===== config.mk =====
export PLATFORM = sky130hd
export DESIGN_NAME = ir_seq_ctrl
export DESIGN_NICKNAME = d
export VERILOG_FILES = /design/src/rtl/mano_pkg.sv /design/src/rtl/seq_counter.sv /design/src/rtl/ir_seq_ctrl.sv
export SDC_FILE = /design/constraint.sdc
export NUM_CORES = 1
export LEC_CHECK = 0
export ABC_CLOCK_PERIOD_IN_PS = 1230
export CAP_MARGIN = 20
export CORE_AREA = 5 5 77 79
export DETAILED_ROUTE_END_ITERATION = 10
export DIE_AREA = 0 0 82 84
export GPL_TIMING_DRIVEN = 0
export HOLD_SLACK_MARGIN = 0.05
export PLACE_DENSITY_LB_ADDON = 0.08
export RECOVER_POWER = 25
export SETUP_SLACK_MARGIN = 0.3
export SLEW_MARGIN = 20
export SYNTH_ARGS = -nofsm -noshare
export SYNTH_HDL_FRONTEND = slang
export SYNTH_HIERARCHICAL = 1
export SYNTH_SLANG_ARGS = --single-unit

===== constraint.sdc =====
create_clock -name CLK -period 1.23 [get_ports CLK]
set_input_delay 0.246 -clock CLK [delete_from_list [all_inputs] [get_ports CLK]]
set_output_delay 0.246 -clock CLK [all_outputs]
set_load 0.01 [all_outputs]

===== src/rtl/mano_pkg.sv =====
// Shared constants and helpers for the basic-computer control unit.
// Default datapath widths, fetch/decode timing steps and a one-hot decoder.
package mano_pkg;

  localparam int unsigned WORD_W_DEF = 16;
  localparam int unsigned OP_W_DEF   = 3;
  localparam int unsigned SC_W_DEF   = 4;

  localparam int unsigned T_FETCH_LD = 1;
  localparam int unsigned T_DECODE   = 2;

  localparam int unsigned ONEHOT_MAX_W = 256;

  // Callers size-cast the result down to their own one-hot width.
  function automatic logic [ONEHOT_MAX_W-1:0] onehot(input logic [7:0] idx);
    logic [ONEHOT_MAX_W-1:0] r;
    r      = '0;
    r[idx] = 1'b1;
    return r;
  endfunction

endpackage


===== src/rtl/seq_counter.sv =====
// Sequence counter SC with combinational one-hot timing outputs T.
// Clear beats enable; the counter wraps naturally at 2**SC_W.
module seq_counter
  import mano_pkg::*;
#(
  parameter int unsigned SC_W = SC_W_DEF
) (
  input  logic                 CLK,
  input  logic                 RST_N,
  input  logic                 EN,
  input  logic                 CLR,
  output logic [SC_W-1:0]      SC,
  output logic [(2**SC_W)-1:0] T
);

  localparam int unsigned TW = 2 ** SC_W;

  logic [SC_W-1:0] sc_q, sc_d;

  always_comb begin
    sc_d = sc_q;
    if (CLR) begin
      sc_d = '0;
    end else if (EN) begin
      sc_d = sc_q + 1'b1;
    end
  end

  always_ff @(posedge CLK) begin
    if (!RST_N) begin
      sc_q <= '0;
    end else begin
      sc_q <= sc_d;
    end
  end

  assign SC = sc_q;
  assign T  = TW'(onehot(8'(sc_q)));

endmodule


===== src/rtl/ir_seq_ctrl.sv =====
// Control-unit front end: instruction register, sequence counter and decode latches.
// IR loads at step LOAD_T; opcode/indirect/address latch at step DECODE_T.
module ir_seq_ctrl
  import mano_pkg::*;
#(
  parameter int unsigned WORD_W   = WORD_W_DEF,
  parameter int unsigned OP_W     = OP_W_DEF,
  parameter int unsigned SC_W     = SC_W_DEF,
  parameter int unsigned LOAD_T   = T_FETCH_LD,
  parameter int unsigned DECODE_T = T_DECODE
) (
  input  logic                      CLK,
  input  logic                      RST_N,
  input  logic                      EN,
  input  logic                      SC_CLR,
  input  logic [WORD_W-1:0]         IN_IR,
  output logic [WORD_W-1:0]         Q_IR,
  output logic [SC_W-1:0]           SC,
  output logic [(2**SC_W)-1:0]      T,
  output logic [(2**OP_W)-1:0]      D,
  output logic                      I_BIT,
  output logic [WORD_W-2-OP_W:0]    ADDR,
  output logic                      IR_VALID
);

  localparam int unsigned DW    = 2 ** OP_W;
  localparam int unsigned ADDRW = WORD_W - 1 - OP_W;

  localparam logic [SC_W-1:0] LOAD_SC   = SC_W'(LOAD_T);
  localparam logic [SC_W-1:0] DECODE_SC = SC_W'(DECODE_T);

  if (!((LOAD_T < DECODE_T) && (DECODE_T < (2 ** SC_W)))) begin : g_bad_timing
    $error("ir_seq_ctrl: need LOAD_T < DECODE_T < 2**SC_W");
  end

  logic [SC_W-1:0] sc;

  seq_counter #(
    .SC_W (SC_W)
  ) u_seq_counter (
    .CLK   (CLK),
    .RST_N (RST_N),
    .EN    (EN),
    .CLR   (SC_CLR),
    .SC    (sc),
    .T     (T)
  );

  // Load/decode fire only on an advancing edge; a clear at that step cancels them.
  logic step_ok, load_en, dec_en;

  assign step_ok = EN & ~SC_CLR;
  assign load_en = step_ok & (sc == LOAD_SC);
  assign dec_en  = step_ok & (sc == DECODE_SC);

  logic [WORD_W-1:0] q_ir_q, q_ir_d;
  logic [DW-1:0]     d_q, d_d;
  logic              i_bit_q, i_bit_d;
  logic [ADDRW-1:0]  addr_q, addr_d;
  logic              valid_q, valid_d;

  logic [OP_W-1:0]   op_field;
  logic [DW-1:0]     op_onehot;

  assign op_field  = q_ir_q[WORD_W-2 -: OP_W];
  assign op_onehot = DW'(onehot(8'(op_field)));

  always_comb begin
    q_ir_d  = q_ir_q;
    d_d     = d_q;
    i_bit_d = i_bit_q;
    addr_d  = addr_q;
    valid_d = valid_q;
    if (load_en) begin
      q_ir_d  = IN_IR;
      valid_d = 1'b0;
    end
    if (dec_en) begin
      i_bit_d = q_ir_q[WORD_W-1];
      d_d     = op_onehot;
      addr_d  = q_ir_q[ADDRW-1:0];
      valid_d = 1'b1;
    end
  end

  always_ff @(posedge CLK) begin
    if (!RST_N) begin
      q_ir_q  <= '0;
      d_q     <= '0;
      i_bit_q <= 1'b0;
      addr_q  <= '0;
      valid_q <= 1'b0;
    end else begin
      q_ir_q  <= q_ir_d;
      d_q     <= d_d;
      i_bit_q <= i_bit_d;
      addr_q  <= addr_d;
      valid_q <= valid_d;
    end
  end

  assign SC       = sc;
  assign Q_IR     = q_ir_q;
  assign D        = d_q;
  assign I_BIT    = i_bit_q;
  assign ADDR     = addr_q;
  assign IR_VALID = valid_q;

endmodule

; Word-level counts from Yosys, hierarchy flattened
; Index checks and enable logic that the tools add are counted.
[word_totals]
regBits = 42
input_bits = 20
output_inout_bits = 58
elab_cells = 28
[classes]
n_addsub = 1
order_cmp = 4
eq_ne = 2
mux = 6
bitwise_logic = 5
reduce_logical = 4
[ops]
columns = operator, n
row1 = $lt 3x9->1 const B, 1
row2 = $lt 4x9->1 const B, 1
row3 = $add 4x1->4 const B, 1
row4 = $demux 1 s4, 1
row5 = $eq 4x1->1 const B, 1
row6 = $eq 4x2->1 const B, 1
row7 = $ge 4x1->1 const B, 1
row8 = $mux 1, 4
row9 = $and 1x1->1, 3
row10 = $demux 1 s3, 1
row11 = $ge 3x1->1 const B, 1
row12 = $logic_and 1x1->1, 2
row13 = $not 1->1, 2
row14 = $reduce_bool 2->1, 1
row15 = $reduce_or 2->1, 1

; Longest topological paths before layout
; Gate-level depths: netlist (run 1).
[depth]
depth_word = 5
mapped_depth = 5

; Cells and area by module
; Netlist (run 1), hierarchy kept.
[by_module_without_submodules]
columns = mod, instances, cells_each, area_per_inst_um2, seq_area_each_um2
row1 = ir_seq_ctrl, 1, 155, 1530.2, 760.7
row2 = seq_counter, 1, 41, 351.6, 80.1

; Least setup slack after synthesis (run 1)
; Ideal clock, no wire load.
[synth_timing]
path_kind = reg2reg
from = register u_seq_counter.sc_q[3] (netlist: u_seq_counter/SC[3])
to = register q_ir_q[10] (netlist: Q_IR[10])
t_arrival_ns = 1.213
required_time_ns = 1.111
slack_ns = -0.102
path_stages_with_launch = 6
path_buffers = 2
period_less_slack_ns = 1.332
path_cell_list = dfxtp_1 -> nor4b_4 -> nand3b_1 -> buf_6 -> buf_12 -> mux2i_1
[synth_between]
elab_chain_cells = 2
[synth_rtl]
columns = item, line_no
row1 = from (decl), seq_counter.sv:18  ; logic [SC_W-1:0] sc_q, sc_d;
row2 = from (signal assigned), seq_counter.sv:31  ; sc_q <= '0;
row3 = from (signal assigned), seq_counter.sv:33  ; sc_q <= sc_d;
row4 = $eq 4x1->1, ir_seq_ctrl.sv:53  ; assign load_en = step_ok & (sc == LOAD_SC);
row5 = $and 1x1->1, ir_seq_ctrl.sv:53
row6 = to (signal assigned), ir_seq_ctrl.sv:94  ; q_ir_q <= q_ir_d;
row7 = to (decl), ir_seq_ctrl.sv:56  ; logic [WORD_W-1:0] q_ir_q, q_ir_d;
; Every way passes these cells.
; A chain may end at the register's enable or synchronous reset.

; Worst setup path in the final report (run 1)
[layout_timing]
from = register u_seq_counter.sc_q[0] (netlist: u_seq_counter/SC[0])
to = output T[12]
[layout_between]
elab_chain_cells = 4
elab_cells_between_ends = 5
classes_between = order compare (2) / mux (2) / reduce/logical (1)
[layout_rtl]
columns = item, line_no
row1 = $lt 4x9->1 (not written as such) or $ge 4x1->1 (tied branches), mano_pkg.sv:18  ; r[idx] = 1'b1;
row2 = $logic_and 1x1->1 (not written as such), mano_pkg.sv:18
row3 = $mux 1 (not written as such), mano_pkg.sv:18
row4 = $demux 1 s4 (*), n/a
row5 = to (decl), ir_seq_ctrl.sv:19  ; output logic [(2**SC_W)-1:0] T,
; Every way passes the cells marked *; elsewhere a longest branch is shown, timed or not.

==> results of run 1 <==
[where the power goes]
group | total, mW | switching, mW | internal [mW] | leakage, nW
Clock | 1.11 | 0.504 | 0.609 | 0.0585
Sequential | 1.37 | 0.0104 | 1.36 | 0.361
Combinational | 0.286 | 0.123 | 0.163 | 1.33
Total | 2.77 | 0.637 | 2.13 | 1.75
[through the flow]
step | util, % | worst slack (ns)
after detailed placement | 54.1 | -0.743
after global placement | 54.1 | -0.698
after CTS | 65.6 | -0.258
after global routing | 67.6 | -0.297
final | 67.6 | -0.254
after floorplan | - | -0.0388
[layer usage]
| layer | track usage [%] | vias to the layer above |
|---|---|---|
| met3 | 5.72 | 8 |
| li1 | - | 889 |
| met1 | 17.5 | 849 |
| met5 | 0 | - |
| met4 | 4.38 | 0 |
| met2 | 28.4 | 58 |
[worst register-to-register path, stage by stage (launching register included)]
cell,delay [ns]
dfxtp_4,0.37
buf_6,0.12
nor4b_4,0.26
nand3b_1,0.12
buf_6,0.16
buf_6,0.13
buf_6,0.10
mux2i_1,0.11
[kinds of logic (layout without fill, tap and decap cells)]
group / count (synthesis) / after routing / share of synthesized area, %
simple gates: 93 / 93 / 25.9
flops: 42 / 42 / 44.7
mux: 39 / 39 / 20.7
buf+inv: 14 / 133 / 4.19
fa+ha+maj: 4 / 4 / 2.66
compound gates: 3 / 3 / 1.33
xor+xnor: 1 / 1 / 0.466
[synth_stat cells (2+ instances only)]
library cell   n  area, um^2
nand2_1       54         203
and3_2         4        30.0
nand4b_1       3        26.3
clkbuf_1       7        26.3
nand3b_1       4        30.0
mux2i_1       39         390
or4bb_1        2        22.5
inv_1          2        7.51
dfxtp_1       42         841
nor2_1         4        15.0
ha_1           4        50.1
buf_2          2        10.0
and2_1        13        81.3
nand4_1        2        12.5
[how the worst min path moves through the flow]
stage | depth (start not counted) | end | from | slack [ns]
final | 3 | u_seq_counter/SC[3] | RST_N | 0.32
after global routing | 3 | u_seq_counter/SC[3] | RST_N | 0.32
after CTS | 3 | u_seq_counter/SC[3] | SC_CLR | 0.45
after detailed placement | 2 | ADDR[10] | ADDR[10] | 0.45
after global placement | 2 | ADDR[2] | ADDR[2] | 0.45
after floorplan | 2 | u_seq_counter/SC[0] | EN | 0.38
[cells in the final DEF (no fill, tap or decap), types with 2 or more instances in the layout]
cell type        Yosys  layout
and2_4               0      12
and3_4               0       4
buf_12               1       3
buf_16               0       2
buf_4                0      15
buf_6                1      74
clkbuf_2             0       5
clkbuf_4             0       2
clkbuf_8             0       5
clkdlybuf4s50_1      0      16
dfxtp_1             42       2
dfxtp_2              0      34
dfxtp_4              0       6
dlygate4sd2_1        0       2
ha_4                 0       4
inv_6                0       2
mux2i_1             39      38
nand2_1             54      53
nand3b_1             4       4
nand4_1              2       2
nand4b_1             3       3
nor2_1               4       3
or4bb_1              2       2
[layout make-up]
type | count | area [um^2]
fill | 423 | 1710
timing repair buffer | 111 | 1220
multi-input combinational | 140 | 1100
sequential | 42 | 906
buffer | 12 | 110
tap | 72 | 90.1
clock buffer | 5 | 68.8
clock inverter | 3 | 43.8
inverter | 2 | 15.0
[registers in the layout, summed over array words and instances, names as in the netlist]
signal and count:
IR_VALID 1, u_seq_counter/SC 4, ADDR 12, D 8, I_BIT 1, Q_IR 16
[repair_timing]
action                     in CTS  in global routing
hold endpoints to repair        0                  0
setup endpoints to repair      99                 99
gates resized for setup       372                  8
hold buffers                    0                  0
gates cloned                    2                  1
pin swaps                      15                  6
setup buffers                  24                  7
==> results.md, run 1 <==
- CTS root buffer: clkbuf_8
- Required time of the critical path: 0.98 ns
- YS warnings: 6
- Initial antenna violation count: 0
- Slew @ Worst Pin: 0.336 ns
- Fin cells: 387
- DRT iter0 DRCs: 41
- Routed wire length: 5620 um
- CP Cell Sequence: buf_6 -> inv_6 -> ha_4 -> and3_4 -> buf_6
- CTS tree: yes
- Vias in the first global route: 1845
- DR WL/cell: 14.5 um
- Max Cap Violations: 0
- Core area: 5270 um^2
- GRT Total Usage: 16.0%
- Final TNS setup: -10.04 ns
- CTS Sinks: 42
- Clk buf depth: 2
- Period Utilization, post-route: 121%
- Post-synth EDFFs: 0
- Reg-to-reg slack, setup: -0.24 ns
- Routed vias: 1804
- Crit path from: u_seq_counter/SC[0]
- Seq cells post-synth: 42
- Family with the most delay on the worst path: flip-flops
- Status: finished with violations
- Drt first pass iters: 4
- CP max FO: 4
- Final ANT Viol Nets: 0
- Mean post-synth cell area: 9.60 um^2
- Cell Pwr Density: 777 nW/um^2
- Critical path's slowest cell: dfxtp_4
- Max incr delay on CP: 0.37 ns
- Setup Viol. Count Final: 56
- Layout Skew: 0.00360 ns
- Post-synth ARST share: 0%
- Unrepaired setup endpoints after global routing: yes
- Port-buffer cells: 77
- Met2 wire len: 2820 um
- Initial Utilization: 35.7%
- Largest net degree at the start of global routing: 15
- Post-route design area: 3560 um^2
- Met3 wire len: 488 um
- Failing checks: negative setup slack
- Reg2Reg Depth: 7
- Via density: 4.66
- WP depth: 5
- Max H-tree Level: 2
- Syn-to-layout area delta: 89.2%
- RR Endpoint: Q_IR[4]
- Number of CTS-inserted buffers: 5
- CP Buf/Inv Count: 3
- Wire length on met1: 2250 um
- Max Clk Rate: 674 MHz
- Total power: 2.77 mW
- Hold Crit Class: input port to register
- Die height: 84 um
- # nets final: 338
- Clock period minus worst slack: 1.48 ns
- Drt drc: 0
- Fin. Hold Viols: 0
- Area of the mapped netlist: 1880 um^2
- Clk slew on worst S/H paths: 0.08 ns
- Final Slew Violations: 0
- Top sig layer: met4
- GPL Wtd Cong: 0.741
- Worst Setup EP: T[12]
- Area after DPL: 2850 um^2
- Crit path DAT: 1.24 ns
- Ports: 78
- ANT cells: 0
- Die width: 82 um
- VDD IR max: 704 uV
- Share of cells above drive strength 1: 57.8%
- Clk_lat worst skew: 0.30 ns
- Die area: 6890 um^2
- Syn Nets: 220
- Post-DP HPWL: 3610 um
- Static leakage: 1.75 nW
- Global-route wire length before repair: 8590 um
- # rows: 27
- Final Worst Setup Slack: -0.254 ns
- Post-synth cell types: 28
- Top FF cell, synth: dfxtp_1
- Setup crit start kind: register
- Crit Path Category: register to output port
- Gate Count Post-Synth: 196
- Post-synthesis sequential area ratio: 44.7%
- Hold Slack: 0.317 ns
- Worst path most repeated cell: buf_6
- Setup crit end kind: output port
- Worst r2r src: u_seq_counter/SC[2]
- Rel. slew slack: 77.6%
- Gr ovfl total: 0
- Placed insts: 345
No activity file was read; power rests on OpenSTA's default activity.
==> run 2, diff against run 1 <==
Settings changed: PLACE_DENSITY from default to 0.69, PLACE_DENSITY_LB_ADDON 0.08 to default.
==> results.md, run 2 (same netlist as run 1, synthesis figures left out) <==
- Core area: 5270 um^2 (unchanged)
- Cts hold-fix bufs: 0 (unchanged)
- Routed vias: 1794 (-0.55%)
- Required time of the critical path: 0.98 ns (about the same)
- Ports: 78 (unchanged)
- Share of cells above drive strength 1: 58.5% (+0.77 points)
- Final Worst Setup Slack: -0.277 ns (-0.0228 ns)
- Routed wire length: 5550 um (-1.2%)
- Clk_lat worst skew: 0.29 ns (about the same)
- Static leakage: 1.74 nW (-0.50%)
- Pre-CTS WS: -0.715 ns (+0.0280 ns)
- VDD IR max: 635 uV (-9.8%)
- Crit Path Category: register to output port
- Max H-tree Level: 2 (unchanged)
- Number of flip-flops in the largest register: 16 (unchanged)
- Vias in the first global route: 1811 (-1.8%)
- # rows: 27 (unchanged)
- Number of CTS-inserted buffers: 5 (unchanged)
- Initial antenna violation count: 0 (unchanged)
- ANT cells: 0 (unchanged)
- Setup crit end kind: output port
- Setup Viol. Count Final: 55 (-1.8%)
- Largest net degree at the start of global routing: 14 (-1)
- Fin. Hold Viols: 0 (unchanged)
- Final ANT Viol Nets: 0 (unchanged)
- Most frequent cells in the layout: 74 x buf_6, 53 x nand2_1, 39 x mux2i_1, 36 x dfxtp_2, 18 x clkdlybuf4s50_1
- # nets final: 339 (+0.30%)
- Failing checks: negative setup slack
- Fill cells: 424 (+0.24%)
- Area after DPL: 2850 um^2 (unchanged)
- Die height: 84 um (unchanged)
- CP max FO: 4 (unchanged)
- CP Cell Sequence: buf_6 -> buf_4 -> buf_6 -> and3_4 -> buf_6
- DR WL/cell: 14.3 um (-1.4%)
- Clock period minus worst slack: 1.51 ns (+0.0228 ns)
- Die width: 82 um (unchanged)
- Status: finished with violations
- Syn-to-layout area delta: 88.7%
- Register area: 908 um^2 (+0.28%)
- Gr ovfl total: 0 (unchanged)
- Rel. slew slack: 75.5% (-2.1 points)
- Setup crit start kind: register
- Slew @ Worst Pin: 0.367 ns (+0.0310 ns)
- Final Slew Violations: 0 (unchanged)
- Unrepaired setup endpoints after global routing: yes
- GRT Total Usage: 16.5% (+0.43 points)
- Clk buf depth: 2 (unchanged)
- Post-DP HPWL: 3490 um (-3.4%)
- Max Cap Violations: 0 (unchanged)
- Via density: 4.62 (-0.81%)
- DRT iter0 DRCs: 46 (+12%)
- Die area: 6890 um^2 (unchanged)
- Clk slew on worst S/H paths: 0.08 ns (about the same)
- CTS root buffer: clkbuf_8
- Critical path's slowest cell: dfxtp_4
- Cell Pwr Density: 730 nW/um^2 (-6.1%)
- Area of the multi-input gates: 1100 um^2 (-0.23%)
- CTS Sinks: 42 (unchanged)
- Port-buffer cells: 77 (unchanged)
- Crit path DAT: 1.26 ns (+0.02 ns)
- Layout Skew: 0.00680 ns (+0.00320 ns)
- Hold Crit Class: register to register
- Max Clk Rate: 664 MHz (-1.5%)
- Drt first pass iters: 4 (unchanged)
- GPL Wtd Cong: 0.692 (-6.5%)
- Drt drc: 0 (unchanged)
- CTS tree: yes
- Period Utilization, post-route: 123% (+1.9 points)
- Post-route design area: 3550 um^2 (-0.28%)
- Initial Utilization: 35.7% (unchanged)
- Final TNS setup: -11.86 ns (-1.82 ns)
- Worst path most repeated cell: buf_6
- Commonest non-fill, non-tap cell in the layout: buf_6
- Max incr delay on CP: 0.35 ns (-0.02 ns)
- Global-route wire length before repair: 8870 um (+3.2%)
-- run 2: critical path, delay by kind of cell (launching register included) --
kind / cells / cell delay, ns
flip-flops: 1 / 0.35
buffers and inverters: 4 / 0.47
AND/OR/NAND/NOR: 1 / 0.17
-- run 2: final timing paths --
path         slack (ns)  cells past startpoint      end                 from
max reg2reg       -0.23                      7  ADDR[4]  u_seq_counter/SC[3]
min reg2reg        0.47                      2     D[1]                 D[1]
min                0.47                      2     D[1]                 D[1]
max               -0.28                      5    T[13]  u_seq_counter/SC[3]
-- run 2: timing repair --
action,4_1_cts,5_1_grt
endpoints found under the setup margin,99,99
setup buffers,26,6
pin swaps,17,7
gates resized for setup,369,10
cloned,2,1
-- run 2: layout make-up --
type                       count  share of cell area, %
timing repair buffer         112                   34.7
multi-input combinational    140                   31.0
sequential                    42                   25.6
buffer                        12                   2.96
tap                           72                   2.54
clock buffer                   6                   2.33
inverter                       2                  0.634
clock inverter                 2                  0.317
-- run 2: power by group --
group          leakage (nW)  internal (mW)  switching, mW
clock                0.0515          0.453          0.476
sequential            0.362           1.36         0.0101
combinational          1.33          0.171          0.123
-- run 2: routing by layer --
layer / track usage, % / vias up / routed length (um)
met5: 0 / - / 0
met4: 4.53 / 0 / 57
met3: 4.00 / 6 / 327
li1: - / 897 / -
met1: 20.1 / 840 / 2340
met2: 28.1 / 51 / 2830
-- run 2: stage by stage --
step	util (%)	hold slack, ns	instances	power [mW]
floorplan	-	0.382	196	1.51
CTS	65.3	0.469	381	2.61
finish	67.4	0.468	388	2.59
global placement	54.1	0.445	345	1.63
global route	67.4	0.480	388	2.71
detailed placement	54.1	0.452	345	1.64
==> run 3, diff against run 2 <==
Settings changed: CTS_CLUSTER_SIZE from default to 28, PLACE_DENSITY 0.69 to 0.78, SETUP_SLACK_MARGIN 0.3 to default.
==> results.md, run 3 (same netlist as run 1, synthesis figures left out) <==
- Port-buffer cells: 77 (unchanged)
- Setup Viol. Count Final: 56 (+1.8%)
- Most frequent cells in the layout: 53 x nand2_1, 39 x dlygate4sd2_1, 38 x mux2i_1, 36 x dfxtp_1, 19 x buf_6
- Clk buf depth: 2 (unchanged)
- Crit path DAT: 1.67 ns (+0.41 ns)
- Initial Utilization: 35.7% (unchanged)
- Max Clk Rate: 667 MHz (+0.53%)
- CTS tree: yes
- Fin. Hold Viols: 0 (unchanged)
- Global routing usage on met2: 30.1% (+2.0 points)
- Unrepaired setup endpoints after global routing: yes
- GRT Total Usage: 16.1% (-0.36 points)
- Commonest non-fill, non-tap cell in the layout: nand2_1
- Rel. slew slack: 78.7% (+3.1 points)
- Routed vias: 1749 (-2.5%)
- Final Worst Setup Slack: -0.269 ns (+0.00796 ns)
- Period Utilization, post-route: 122% (-0.65 points)
- Largest net degree at the start of global routing: 13 (-1)
- CP Buf/Inv Count: 3 (-1)
- Clk slew on worst S/H paths: 0.08 ns (about the same)
- Setup crit start kind: register
- Family with the most delay on the worst path: buffers and inverters
- Post-DP HPWL: 3670 um (+5.3%)
- Number of CTS-inserted buffers: 5 (unchanged)
- Cts hold-fix bufs: 0 (unchanged)
- Max incr delay on CP: 0.36 ns (about the same)
- Gr ovfl total: 0 (unchanged)
- Pre-CTS WS: -0.719 ns (-0.00389 ns)
- Syn-to-layout area delta: 66.8%
- Clock period minus worst slack: 1.50 ns (-0.00796 ns)
- Status: finished with violations
- Die height: 84 um (unchanged)
- Crit Path Category: register to register
- Final Slew Violations: 0 (unchanged)
- Via density: 4.68 (+1.1%)
- Drt first pass iters: 4 (unchanged)
- Max Cap Violations: 0 (unchanged)
- # rows: 27 (unchanged)
- Final ANT Viol Nets: 0 (unchanged)
- Die width: 82 um (unchanged)
- Register area: 863 um^2 (-5.0%)
- DR WL/cell: 14.7 um (+2.9%)
- M3 GR Usage: 3.56% (-0.43 points)
- Slew @ Worst Pin: 0.320 ns (-0.0470 ns)
- Layout Skew: 0.00777 ns (+0.000969 ns)
- Cell Pwr Density: 775 nW/um^2 (+6.2%)
- VDD IR max: 632 uV (-0.52%)
- Clk_lat worst skew: 0.28 ns (about the same)
- CP max FO: 5 (+1)
- # nets final: 326 (-3.8%)
- Critical path's slowest cell: dfxtp_4
- Required time of the critical path: 1.41 ns (+0.43 ns)
- Static leakage: 1.67 nW (-3.9%)
- Drt drc: 0 (unchanged)
- CTS Sinks: 42 (unchanged)
- Failing checks: negative setup slack
- CP Cell Sequence: buf_6 -> nor4b_4 -> buf_4 -> nand2_8 -> buf_8 -> mux2i_2
- Share of cells above drive strength 1: 28.8% (-30 points)
- Met1 Track Usage GR: 17.7% (-2.4 points)
- Number of flip-flops in the largest register: 16 (unchanged)
- Die area: 6890 um^2 (unchanged)
- Fin cells: 374 (-3.6%)
- Routed wire length: 5510 um (-0.85%)
- Core area: 5270 um^2 (unchanged)
- Vias in the first global route: 1771 (-2.2%)
- Most crowded layer after global routing: met2
- GPL Wtd Cong: 0.674 (-2.7%)
- Global-route wire length before repair: 8740 um (-1.5%)
- Setup crit end kind: register
- Ports: 78 (unchanged)
- ANT cells: 0 (unchanged)
- Placed insts: 345 (unchanged)
- Reg-to-reg slack, setup: -0.27 ns (-0.04 ns)
- Max H-tree Level: 2 (unchanged)
- CTS root buffer: clkbuf_8
- Hold Crit Class: register to register
- Fill cells: 480 (+13%)
- Area of the multi-input gates: 1060 um^2 (-3.2%)
- Initial antenna violation count: 0 (unchanged)
- DRT iter0 DRCs: 83 (+80%)
## run 3: cell types whose count changed in the layout (fill, tap and decap cells not counted), moves of 2 or more
cell / previous run / this run
and2_1: 1 / 10
and2_4: 12 / 3
buf_2: 0 / 11
buf_4: 15 / 8
buf_6: 74 / 19
clkbuf_2: 7 / 9
dfxtp_1: 0 / 36
dfxtp_2: 36 / 0
dlygate4sd2_1: 1 / 39
inv_8: 2 / 0
## run 3: final timing paths
path                                          start  cells after the start  endpoint
worst max-delay path            u_seq_counter/SC[2]                      6      D[7]
worst min-delay path                        ADDR[8]                      2   ADDR[8]
worst max register to register  u_seq_counter/SC[2]                      6      D[7]
worst min register to register              ADDR[8]                      2   ADDR[8]
## run 3: area by class of cell
type,instances,area share [%]
multi-input cells,140,33.9
repair buffers,99,29.5
inverters,2,0.399
well taps,72,2.87
flip-flops and latches,42,27.5
clock buffers,5,2.19
plain buffers,12,3.35
clock inverters,2,0.319
## run 3: per-layer routing
metal	part of all wire [%]	routed length, um
met5	0	0
met4	0.80	44
met3	6.4	353
met2	55	3010
met1	38	2100
## run 3: report_power, final
part           switching, mW  internal (mW)
sequential            0.0106           1.36
clock                  0.434          0.381
combinational          0.113          0.135
total                  0.558           1.87
## run 3: tightest hold or removal path, stage by stage (launching register included)
cell and delay (ns):
dfxtp_1 0.31, nand2_1 0.05, mux2i_1 0.05
## run 3: metrics by stage
stage	util, %	hold slack [ns]	instance area [um^2]	power (mW)	TNS, ns
2_1_floorplan	-	0.383	1890	1.50	-0.386
3_3_place_gp	52.3	0.448	2750	1.62	-30.09
3_5_place_dp	52.3	0.456	2750	1.63	-31.99
4_1_cts	57.8	0.464	3040	2.44	-11.09
5_1_grt	59.6	0.481	3140	2.54	-15.55
6_report	59.6	0.462	3140	2.43	-12.30
## run 3: repair_timing
action	4_1_cts	5_1_grt
pin swaps	13	8
setup endpoints to repair	96	59
cloned	2	0
buffers inserted	16	4
gates resized for setup	169	20
